## config.mk

```make
export PLATFORM = sky130hd
export DESIGN_NAME = digit_serial_sub
export DESIGN_NICKNAME = d
export VERILOG_FILES = /design/src/rtl/digit_serial_sub.sv
export SDC_FILE = /design/constraint.sdc
export NUM_CORES = 1
export LEC_CHECK = 0
export ABC_AREA = 1
export CORE_MARGIN = 2
export CORE_UTILIZATION = 46
export CTS_CLUSTER_SIZE = 12
export DETAILED_ROUTE_END_ITERATION = 7
export GPL_ROUTABILITY_DRIVEN = 0
export PLACE_DENSITY = 0.77
export SLEW_MARGIN = 20
export SYNTH_ARGS = -nofsm -noshare
export SYNTH_HDL_FRONTEND = slang
export SYNTH_SLANG_ARGS = --single-unit
```

## constraint.sdc

```tcl
create_clock -name clk -period 2.3 [get_ports clk]
set_clock_uncertainty 0.15 [all_clocks]
set_input_delay 0.46 -clock clk [delete_from_list [all_inputs] [get_ports clk]]
set_output_delay 0.46 -clock clk [all_outputs]
set_load 0.05 [all_outputs]
```

## src/rtl/digit_serial_sub.sv

```systemverilog
// ---------------------------------------------------------------------------
// digit_serial_sub
//   Multi-cycle subtractor computing diff = a - b - bin (modulo 2^WIDTH).
//   DIGIT bits are handled per clock, least-significant digit first, with
//   a DIGIT-bit ripple slice evaluating a + ~b + carry. Operands arrive on a
//   valid/ready handshake. The result and its flags leave on a second
//   valid/ready handshake.
//
// Parameters
//   WIDTH      operand/result width (multiple of DIGIT)
//   DIGIT      bits processed per clock; N = WIDTH/DIGIT cycles per operation
//
// Ports
//   clk        clock, rising edge
//   rst_n      asynchronous reset, active-low
//   in_valid   operands a, b, bin valid
//   in_ready   operands accepted (high only while idle)
//   a, b, bin  minuend, subtrahend, borrow-in
//   out_valid  result valid (high only in DONE)
//   out_ready  consumer accepts result
//   diff       a - b - bin modulo 2^WIDTH
//   bout       borrow out (unsigned a < b + bin)
//   ovf        signed overflow of the subtraction
//   zero       diff == 0
// ---------------------------------------------------------------------------
module digit_serial_sub #(
  parameter int WIDTH = 32,
  parameter int DIGIT = 4
) (
  input  logic             clk,
  input  logic             rst_n,
  input  logic             in_valid,
  output logic             in_ready,
  input  logic [WIDTH-1:0] a,
  input  logic [WIDTH-1:0] b,
  input  logic             bin,
  output logic             out_valid,
  input  logic             out_ready,
  output logic [WIDTH-1:0] diff,
  output logic             bout,
  output logic             ovf,
  output logic             zero
);

  localparam int N  = WIDTH / DIGIT;
  localparam int CW = (N > 1) ? $clog2(N) : 1;

  typedef enum logic [1:0] {
    ST_IDLE = 2'd0,
    ST_BUSY = 2'd1,
    ST_DONE = 2'd2
  } state_t;

  state_t            state_r;
  state_t            state_next_s;
  logic [CW-1:0]     cnt_r;
  logic [WIDTH-1:0]  a_r;
  logic [WIDTH-1:0]  b_r;
  logic [WIDTH-1:0]  diff_r;
  logic              carry_r;
  logic              a_sign_r;
  logic              b_sign_r;
  logic              bout_r;
  logic              ovf_r;
  logic              zero_r;
  logic              last_s;
  logic [DIGIT:0]    slice_s;
  logic [WIDTH-1:0]  diff_shift_s;

  // Signed overflow of a subtraction: operand signs differ and the result
  // sign departs from the minuend sign.
  function automatic logic sub_ovf(input logic a_sign, input logic b_sign,
                                   input logic d_sign);
    sub_ovf = (a_sign != b_sign) && (d_sign != a_sign);
  endfunction

  assign in_ready  = (state_r == ST_IDLE);
  assign out_valid = (state_r == ST_DONE);
  assign diff      = diff_r;
  assign bout      = bout_r;
  assign ovf       = ovf_r;
  assign zero      = zero_r;

  assign last_s  = (cnt_r == CW'(N - 1));

  // Ripple slice: subtraction as a + ~b + carry, carry seeded with ~bin.
  assign slice_s = {1'b0, a_r[DIGIT-1:0]} + {1'b0, ~b_r[DIGIT-1:0]}
                 + {{DIGIT{1'b0}}, carry_r};

  // New digit enters the result register from the MSB side.
  generate
    if (DIGIT == WIDTH) begin : g_single_digit
      assign diff_shift_s = slice_s[DIGIT-1:0];
    end else begin : g_multi_digit
      assign diff_shift_s = {slice_s[DIGIT-1:0], diff_r[WIDTH-1:DIGIT]};
    end
  endgenerate

  // FSM state register.
  always_ff @(posedge clk or negedge rst_n) begin
    if (!rst_n) begin
      state_r <= ST_IDLE;
    end else begin
      state_r <= state_next_s;
    end
  end

  // FSM next-state logic.
  always_comb begin
    state_next_s = state_r;
    case (state_r)
      ST_IDLE: begin
        if (in_valid) begin
          state_next_s = ST_BUSY;
        end else begin
          state_next_s = ST_IDLE;
        end
      end
      ST_BUSY: begin
        if (last_s) begin
          state_next_s = ST_DONE;
        end else begin
          state_next_s = ST_BUSY;
        end
      end
      ST_DONE: begin
        if (out_ready) begin
          state_next_s = ST_IDLE;
        end else begin
          state_next_s = ST_DONE;
        end
      end
      default: begin
        state_next_s = ST_IDLE;
      end
    endcase
  end

  // Datapath: operand capture, digit-serial shifting, flag capture on the
  // final digit.
  always_ff @(posedge clk or negedge rst_n) begin
    if (!rst_n) begin
      cnt_r    <= {CW{1'b0}};
      a_r      <= {WIDTH{1'b0}};
      b_r      <= {WIDTH{1'b0}};
      diff_r   <= {WIDTH{1'b0}};
      carry_r  <= 1'b0;
      a_sign_r <= 1'b0;
      b_sign_r <= 1'b0;
      bout_r   <= 1'b0;
      ovf_r    <= 1'b0;
      zero_r   <= 1'b0;
    end else begin
      case (state_r)
        ST_IDLE: begin
          if (in_valid) begin
            a_r      <= a;
            b_r      <= b;
            carry_r  <= ~bin;
            cnt_r    <= {CW{1'b0}};
            a_sign_r <= a[WIDTH-1];
            b_sign_r <= b[WIDTH-1];
          end
        end
        ST_BUSY: begin
          a_r     <= a_r >> DIGIT;
          b_r     <= b_r >> DIGIT;
          carry_r <= slice_s[DIGIT];
          cnt_r   <= cnt_r + CW'(1);
          diff_r  <= diff_shift_s;
          if (last_s) begin
            // A final carry of 0 means the subtraction needed a borrow.
            bout_r <= ~slice_s[DIGIT];
            ovf_r  <= sub_ovf(a_sign_r, b_sign_r, diff_shift_s[WIDTH-1]);
            zero_r <= ~|diff_shift_s;
          end
        end
        ST_DONE: begin
          // Result and flags held until the consumer takes them.
        end
        default: begin
        end
      endcase
    end
  end

endmodule

```

### Word-level counts from Yosys, hierarchy flattened

Index checks and enable logic that the tools add are counted.

| word-level totals | value |
|---|---|
| flip-flop bits (word level) | 107 |
| input port bits | 69 |

| cells by class | value |
|---|---|
| add/subtract/negate cells | 3 |
| eq/ne operators | 6 |
| mux-type cells | 12 |
| bitwise operators | 3 |
| reductions and logical operators | 8 |

Operators with widths:

| cell | number |
|---|---|
| $pmux W32 S2 | 2 |
| $mux W32 | 2 |
| $reduce_or A32 Y1 | 1 |
| $pmux W2 S3 | 1 |
| $pmux W3 S2 | 1 |
| $reduce_and A2 Y1 | 3 |
| $add A4 B4 Y5 | 1 |
| $add A5 B1 Y5 | 1 |
| $mux W2 | 2 |
| $not A4 Y4 | 1 |
| $add A3 B1 Y3 const B | 1 |
| $eq A3 B3 Y1 const B | 1 |
| $mux W3 | 1 |
| $eq A2 B1 Y1 const B | 1 |
| $eq A2 B2 Y1 const B | 1 |
| $logic_not A2 Y1 | 1 |
| $mux W1 | 2 |
| $ne A1 B1 Y1 | 2 |
| $ne A2 B2 Y1 const B | 1 |
| $not A1 Y1 | 2 |
| $pmux W1 S2 | 1 |
| $reduce_bool A2 Y1 | 1 |
| $logic_and A1 B1 Y1 | 1 |
| $logic_not A1 Y1 | 1 |

### Logic depth before layout (Yosys ltp)

| logic depth | value |
|---|---|
| depth in word-level cells | 5 |
| gate-level depth with buffers | 9 |
| mapped depth without buffers | 9 |

### Worst setup path before layout

No wires, ideal clock.

| timing path | value |
|---|---|
| path type | register -> register |
| start | register a_r[0] |
| end | register zero_r, in the netlist zero |
| setup time | 0.066 ns |
| arrival | 1.684 ns |
| required time | 2.084 ns |
| setup slack | 0.400 ns |
| stages on the path, launching flop included | 8 |
| buffers on the path | 0 |
| period minus slack after synthesis | 1.900 ns |
| cell sequence | dfrtp_1 > fa_1 > fa_1 > xnor2_1 > nand2_1 > nor2_1 > nand3_1 > nand2_1 |

| between the ends | value |
|---|---|
| longest elaborated chain between the ends | 4 |

Ends and longest elaborated chain:

| element | line | text |
|---|---|---|
| start: declaration | 57 | `logic [WIDTH-1:0] a_r;` |
| start signal: assignment | 144 | `a_r <= {WIDTH{1'b0}};` |
| start signal: assignment | 166 | `a_r <= a_r >> DIGIT;` |
| $add A4 B4 Y5 | 87 | `assign slice_s = {1'b0, a_r[DIGIT-1:0]} + {1'b0, ~b_r[DIGIT-1:0]}` |
| $add A5 B1 Y5 | 88 | `+ {{DIGIT{1'b0}}, carry_r};` |
| $reduce_or A32 Y1 | 175 | `zero_r <= ~\|diff_shift_s;` |
| $logic_not A1 Y1 | 175 |  |
| end signal: assignment | 175 |  |
| end: declaration | 65 | `logic zero_r;` |

Every way passes these cells.
A chain may end at the register's enable or synchronous reset.

### Final worst setup path

| timing path | value |
|---|---|
| start | register diff_r[4], in the netlist diff[4] |
| end | output diff[4] |

RTL lines:

| element | line | text |
|---|---|---|
| start: declaration | 59 | `logic [WIDTH-1:0] diff_r;` |
| start signal: assignment | 146 | `diff_r <= {WIDTH{1'b0}};` |
| start signal: assignment | 170 | `diff_r <= diff_shift_s;` |
| end: declaration | 39 | `output logic [WIDTH-1:0] diff,` |

No word-level cell between the ends.

==> flow_summary.yaml <==
yosys:
  synthCells: 574
  synth.top_cells.by_count: "nand2_1 (172), dfrtp_1 (107), nor2_1 (56)"
  synth_edf_count: 0
  ys.flop_type: "dfrtp_1"
  synth_area_leaders: "dfrtp_1 (54%), nand2_1 (13%), o21ai_0 (5.5%)"
  async_reset_ff_share_pct: 100.0
  yosysMostFrequentCell: "nand2_1"
  yosysSeqAreaShare_pct: 54.23
  synth_top_area_cell: "dfrtp_1"
  synth_cell_types: 28
  synth-seq-cells: 107
  netlist.area_leader.share_pct: 54.23
  synth_nets: 650
  avgSynthCellArea_um2: 8.601
  synth_warnings: 0
  synth_area_um2: 4937
drt:
  drc: 0
  drt_iter0_drc: 189
  vias: 4159
  routed_wl_um: 11290
  drtAntennaViolNets: 0
  wl_per_cell_um: 13.94
  via_per_inst: 5.135
  drt_pass1_iterations: 4
global_routing:
  gr-total-overflow: 0
  gr-usage-all-layers_pct: 20.60
  grt_max_degree: 108
  gr-usage-met3_pct: 3.269
  grt_pass1_vias: 3998
  grtUsageMet1_pct: 28.74
  grtUsageMet2_pct: 33.42
  grt_pass1_wl_um: 18940
  antenna_found_initial: 0
  top_usage_layer: "met2"
critical_path:
  cp_num_buf_inv: 1
  criticalPathCategory: "register to output pin"
  crit_path_max_fanout: 4
  worst_ep_required_time_ps: 1690
  cpPeakStageDelay_ps: 830
  cp-start-kind: "register"
  path_delay_family: "buffers and inverters"
  worstReg2RegStart: "a_r[0]"
  path_cells: "clkdlybuf4s50_1"
  cp.depth: 1
  reg2reg_slack_ps: 260
  cp-end-kind: "output pin"
  crit_arrival_ps: 1620
  r2r_cells: 6
  r2r-end: "carry_r"
  cp-endpoint: "diff[4]"
  worstSetupStartpoint: "diff[4]"
  crit_path_top_delay_cell: "clkdlybuf4s50_1"
die:
  num_rows: 37
  start_util_pct: 47.61
  num_io_pins: 106
  die_h_um: 107.6
  core_um2: 10370
  die_w_um: 107.6
  die_area_um2: 11580
clocking:
  ctsHoldBuffers: 0
  cts_htree_levels: 3
  clkTransAtPathRegs_ps: 110
  cts_buffers: 9
  cts_tree: "yes"
  cts-root-buf: "clkbuf_8"
  cts_buffer_depth: 2
  clock_sinks: 107
  clk_latency_ps: 370
sta:
  drv_slew: 0
  fmax_mhz: 447.6
  period_share_pct: 97.14
  fin_crit_ps: 2234
  slew_headroom_pct: 63.18
  hold_violations: 0
  worst_slew_pin_slew_ps: 552.4
  setup_viol: 0
  rsz0062_at_grt: "false"
  finalSetupTns_ps: 0
power_and_ir_drop:
  total_power_mw: 9.681
  peakVddDrop_uv: 915.9
  powerDensity_nw_per_um2: 1544
  leakage_nw: 2.953
run_status:
  status: "finished, final reports clean"
placed_design:
  port_buffers: 105
  numPlacedInstances: 794
  hpwl_um: 7805
layout:
  drive_above_1_share_pct: 6.677
  fin_cells: 810
  layout.nets: 745
  num_antenna_cells: 0
  syn2layout_area_growth_pct: 26.96
run:
  cap_violations: 0
worst_hold_path:
  min_path_type: "primary input to asynchronous set/reset pin"
## cell families (layout without fill, tap and decap cells)
group / count (synthesis) / count (layout) / synth area share [%]
xor+xnor: 1 / 1 / 0.1774
simple gates: 274 / 274 / 22.55
flops: 107 / 107 / 54.23
buf+inv: 87 / 187 / 7.755
fa+ha+maj: 7 / 7 / 2.078
compound gates: 98 / 98 / 13.20
## layout by cell type, fill, tap and decap left out, types with 2 or more instances in the layout
cell	count
a211oi_1	21
a211oi_2	11
a21oi_1	3
a22o_1	5
buf_12	2
buf_4	11
clkbuf_8	9
clkdlybuf4s50_1	99
dfrtp_1	107
dlymetal6s2s_1	3
fa_1	2
ha_1	5
inv_1	53
inv_2	2
inv_6	4
nand2_1	172
nand2_4	3
nand3_1	8
nand4_1	2
nor2_1	56
nor3_1	32
o21ai_0	54
## worst min-delay path by stage
stage,from,to,cells after the start
3_5_place_dp,b_r[19],b_r[19],2
4_1_cts,rst_n,diff[15],2
2_1_floorplan,rst_n,a_r[0],0
5_1_grt,rst_n,diff[17],2
3_3_place_gp,a_r[30],a_r[30],2
6_report,rst_n,diff[13],2
## routing by layer
metal	vias to the layer above	part of all wire, %
li1	2033	-
met1	1986	46
met2	124	48
met3	16	4.6
met4	0	1.3
met5	-	0
## power breakdown
| group | switching (mW) | total, mW | internal, mW |
|---|---|---|---|
| Clock | 0.683 | 1.10 | 0.421 |
| Combinational | 3.45 | 5.26 | 1.81 |
| Sequential | 0.535 | 3.32 | 2.78 |
| Total | 4.67 | 9.68 | 5.01 |
## metrics by stage
stage	hold WS [ps]	worst slack [ps]	area (µm²)	utilization, %
after CTS	23.24	24.72	6261	60.38
after global placement	309.7	230.5	6078	58.61
after floorplan	14.41	400.0	4937	-
final	0.1337	65.74	6269	60.45
after global routing	42.70	0.8717	6269	60.45
after detailed placement	315.3	220.3	6078	58.61
## registers in the layout, summed over array words and instances, names as in the netlist
register and flops:
state_r 2, zero 1, bout 1, cnt_r 3
a_sign_r 1, carry_r 1, b_sign_r 1, diff 32
b_r 32, a_r 32, ovf 1
## repair_timing
action / CTS / global route
resized for setup: 0 / 3
endpoints found under the setup margin: 0 / 3
setup buffers: 0 / 0
## final cells by class
type | count | area, µm²
fillers | 906 | 4101
flip-flops and latches | 107 | 2678
multi-input cells | 380 | 1877
repair buffers | 115 | 1151
inverters | 56 | 210.2
well taps | 136 | 170.2
clock buffers | 10 | 127.6
clock inverters | 6 | 55.05
Note: power is estimated with default switching activity, not from simulation.
==> edit 1: new RTL, same settings <==
Make the reset (`rst_n`) synchronous in 2 clocked blocks. Comments in the files are not updated.
--- a/src/rtl/digit_serial_sub.sv
+++ b/src/rtl/digit_serial_sub.sv
@@ -98,5 +98,5 @@
 
   // FSM state register.
-  always_ff @(posedge clk or negedge rst_n) begin
+  always_ff @(posedge clk) begin
     if (!rst_n) begin
       state_r <= ST_IDLE;
@@ -139,5 +139,5 @@
   // Datapath: operand capture, digit-serial shifting, flag capture on the
   // final digit.
-  always_ff @(posedge clk or negedge rst_n) begin
+  always_ff @(posedge clk) begin
     if (!rst_n) begin
       cnt_r    <= {CW{1'b0}};
Check against the original RTL: differs if rst_n is asserted again (counterexample within 4 cycles, from zero or initial values and one cycle with rst_n low); with rst_n held inactive, the same outputs for 10 cycles.
==> edit 1 against the original RTL <==
Non-clock buffer count is the same; area after synthesis decreased by 10%; global-route usage grew 0.37 points; design area decreased by 8.8%; wire length down 5.9%; sequential cell count unchanged; worst setup slack worse by 0.041 ns; count of clock-buffer cells in the layout did not move; sequential share of layout area is 5.3 points lower.
Power is not compared: it rests on default switching activity, and its combinational part moved more than twofold at a synthesized area within 25%.
==> edit 1: results (changes against the original RTL) <==
INFO  metric cp_max_fanout = 3 (-1)
INFO  metric synth_ff_type = sky130_fd_sc_hd__dfxtp_1
INFO  metric slowest_delay = 0.81 ns (-0.02 ns)
INFO  metric grt.total_usage = 21.0% (+0.37 points)
INFO  metric status = finished, final reports clean
INFO  metric maxClockFrequency = 0.440 GHz (-1.8%)
INFO  metric post_synth_num_cell_types = 27 (-3.6%)
INFO  metric place_worst_setup_slack = 0.248 ns (+0.0280 ns)
INFO  metric timing.final.max_slew_violations = 0 (unchanged)
INFO  metric route.final.wire_length = 10.6 mm (-5.9%)
INFO  metric drtPass1Iterations = 5 (+1)
INFO  metric final_instance_count_without_filler_cells = 805 (-0.62%)
INFO  metric placedInstanceArea = 5500 sq um (-9.4%)
INFO  metric globalRouteMet1Util = 30.2% (+1.4 points)
INFO  metric async_reset_ff_share = 0% (-100 points)
INFO  metric groute.layer.met3.usage = 3.69% (+0.42 points)
INFO  metric syn-instance-count = 589 (+2.6%)
INFO  metric met2RoutedLength = 4.84 mm (-10%)
INFO  metric nets = 748 (+0.40%)
INFO  metric cts-htree-levels = 3 (unchanged)
INFO  metric dpl.cell_count = 790 (-0.50%)
INFO  metric detail_route.vias_per_cell = 5.19 (+0.98%)
INFO  metric largest_cells_by_area_after_synthesis = sky130_fd_sc_hd__dfxtp_1 (48%), sky130_fd_sc_hd__nand2_1 (12%), sky130_fd_sc_hd__a31oi_1 (7.0%)
INFO  metric layout-drive-gt1-share = 5.18% (-1.5 points)
INFO  metric net_count_synth = 665 (+2.3%)
INFO  metric worst_hold_path_type = reg -> reg
INFO  metric share_of_synthesized_area_occupied_by_flip_flops_and_latches = 48.2% (-6.0 points)
INFO  metric met3RoutedLength = 521 um (-0.57%)
INFO  metric met2_usage = 32.1% (-1.3 points)
INFO  metric route.layer.met1.wl = 5.09 mm (-2.4%)
INFO  metric cts-buffers-inserted = 9 (unchanged)
INFO  metric detail_route.iter0.violations = 219 (+16%)
INFO  metric slew-limit-headroom = 62.9% (-0.30 points)
INFO  metric grt_start_max_net_pins = 61 (-44%)
INFO  metric root_buffer = sky130_fd_sc_hd__clkbuf_8
INFO  metric first_global_vias = 3764 (-5.9%)
INFO  metric detailed_place_hpwl = 7.46 mm (-4.4%)
INFO  metric grt_first_pass_wirelength = 17.6 mm (-7.2%)
INFO  metric synth_common_cells = sky130_fd_sc_hd__nand2_1 (145), sky130_fd_sc_hd__dfxtp_1 (107), sky130_fd_sc_hd__nor2_1 (58)
INFO  metric design_power_total = 4350 uW
## edit 1: logic make-up (layout without fill, tap and decap cells)
family,count (synthesis),count (layout),share of synthesized area (%)
xor gates and xnor gates,1,1,0.197
buffers and inverters,71,158,7.71
and+or+nand+nor,216,216,18.9
DFF,107,107,48.2
AOI/OAI and AO/OA,187,187,22.6
adders and majority gates,7,7,2.31
## edit 1: final cells by class
type | count | area (sq um)
inverters | 28 | 105
multi-input cells | 411 | 1960
clock buffers | 10 | 138
well taps | 129 | 161
fillers | 843 | 3610
repair buffers | 115 | 1130
clock inverters | 5 | 77.6
flip-flops and latches | 107 | 2140
## edit 1: worst paths after layout
kind / cells past startpoint / slack (ns) / end / start
min: 2 / 0.30 / b_r[19] / b_r[19]
min reg2reg: 2 / 0.30 / b_r[19] / b_r[19]
max reg2reg: 8 / 0.26 / zero / b_r[0]
max: 2 / 0.02 / in_ready / state_r[0]
==> edit 2: new RTL, config.mk and constraints unchanged <==
Without the edit above. Change the parameter `WIDTH` from 32 to 128.
--- a/src/rtl/digit_serial_sub.sv
+++ b/src/rtl/digit_serial_sub.sv
@@ -25,5 +25,5 @@
 // ---------------------------------------------------------------------------
 module digit_serial_sub #(
-  parameter int WIDTH = 32,
+  parameter int WIDTH = 128,
   parameter int DIGIT = 4
 ) (
Ports: changed (resized a, b and diff); port bits go from 106 to 394. The function was not compared with the original's and may differ.
==> edit 2 against the original RTL <==
Sequential cell count rose by 290; critical path depth did not move; wire length rose to 4.3 times the old value; worst setup slack improved by 0.037 ns; design area rose to 3.8 times the old value; area after synthesis rose to 3.7 times the old value; sequential power rose to 3.4 times the old value; non-clock buffer count rose by 335; hold slack improved by 0.28 ns; power rose to 3.4 times the old value; via count rose to 3.8 times the old value; die area rose to 3.6 times the old value; utilization rose by 0.27 points; largest cell class unchanged; largest power group unchanged.
==> edit 2: results (changes against the original RTL) <==
INFO  metric dpl.cell_count = 3113 (+290%)
INFO  metric detail_route.iter0.violations = 1256 (+560%)
INFO  metric vdd_drop_max = 1060 uV (+16%)
INFO  metric met3RoutedLength = 2.94 mm (+460%)
INFO  metric vias = 15896 (+280%)
INFO  metric layout-drive-gt1-share = 5.07% (-1.6 points)
INFO  metric max-clock-path-buffers = 3 (+1)
INFO  metric nets = 2902 (+290%)
INFO  metric startpoint = diff[96]
INFO  metric status = finished, final reports clean
INFO  metric largest_cells_by_area_after_synthesis = sky130_fd_sc_hd__dfrtp_1 (54%), sky130_fd_sc_hd__nand2_1 (14%), sky130_fd_sc_hd__o21ai_0 (14%)
INFO  metric final.signal_buffer_count = 450 (+290%)
INFO  metric r2r.worst_path.cells = 9 (+3)
INFO  metric post_synth_num_cell_types = 29 (+3.6%)
INFO  metric numPortBuffers = 393 (+270%)
INFO  metric number_of_antenna_repair_diodes = 7 (+7)
INFO  metric detail_route.vias_per_cell = 4.98 (-3.1%)
INFO  metric p_sw_share = 42.9% (-5.3 points)
INFO  metric slowest_delay = 0.57 ns (-0.26 ns)
INFO  metric wire_per_inst = 15.2 um (+8.8%)
INFO  metric p_seq_share = 34.9% (+0.7 points)
INFO  metric cellLeakagePower = 0.0115 uW (+290%)
INFO  metric layout.non_clock_inverters = 327 (+480%)
INFO  metric grt_start_max_net_pins = 182 (+69%)
INFO  metric groute.layer.met3.usage = 3.73% (+0.46 points)
INFO  metric grt.total_usage = 23.3% (+2.7 points)
INFO  metric syn-instance-count = 2279 (+300%)
INFO  metric net_count_synth = 2547 (+290%)
INFO  metric multi_input_gates = 1415 (+270%)
INFO  metric reg2reg_slack = 0.30 ns (+0.04 ns)
INFO  metric met2_usage = 36.8% (+3.4 points)
INFO  metric regArea = 9930 sq um (+270%)
INFO  metric root_buffer = sky130_fd_sc_hd__clkbuf_16
INFO  metric met2RoutedLength = 22.6 mm (+320%)
INFO  metric drtPass1Iterations = 5 (+1)
INFO  metric route.layer.met1.wl = 21.0 mm (+300%)
INFO  metric final_core_utilization = 60.7% (+0.27 points)
INFO  metric powerDensity = 1360 nW/um^2 (-12%)
INFO  metric worst_setup_path_endpoint = diff[96]
INFO  metric share_of_the_final_layout_cell_area_in_multi_input_gates = 26.4% (-3.6 points)
INFO  metric clock_cell_area_share = 5.76% (+2.9 points)
INFO  metric crit_slowest_cell = sky130_fd_sc_hd__dlygate4sd2_1
INFO  metric synth_common_cells = sky130_fd_sc_hd__nand2_1 (670), sky130_fd_sc_hd__o21ai_0 (499), sky130_fd_sc_hd__dfrtp_1 (397)
INFO  metric share_of_synthesized_area_occupied_by_flip_flops_and_latches = 53.9% (-0.32 points)
INFO  metric maxClockFrequency = 0.455 GHz (+1.7%)
==> edit 2: cell count changes after synthesis, moves of 27 or more <==
cell                       delta
sky130_fd_sc_hd__o21ai_0    +445
sky130_fd_sc_hd__dfrtp_1    +290
sky130_fd_sc_hd__nor3_1      -29
sky130_fd_sc_hd__inv_1      +272
sky130_fd_sc_hd__buf_6       +31
sky130_fd_sc_hd__o21ai_1    +103
sky130_fd_sc_hd__nand2_1    +498
sky130_fd_sc_hd__clkbuf_1    +27
sky130_fd_sc_hd__buf_2       +41
==> edit 2: logic make-up (layout without fill, tap and decap cells) <==
group                      count (synthesis)  after routing  synth area share [%]
and+or+nand+nor                          771            771                  16.0
AOI/OAI and AO/OA                        635            635                  17.7
buffers and inverters                    467            850                  11.7
DFF                                      397            397                  53.9
adders and majority gates                  7              7                 0.557
xor gates and xnor gates                   2              2                0.0951
other                                      0              7                     0
==> edit 2: timing repair <==
action,CTS,global route
hold endpoints to repair,40,0
hold buffers,1,0
setup endpoints to repair,125,0
gates resized for setup,125,0
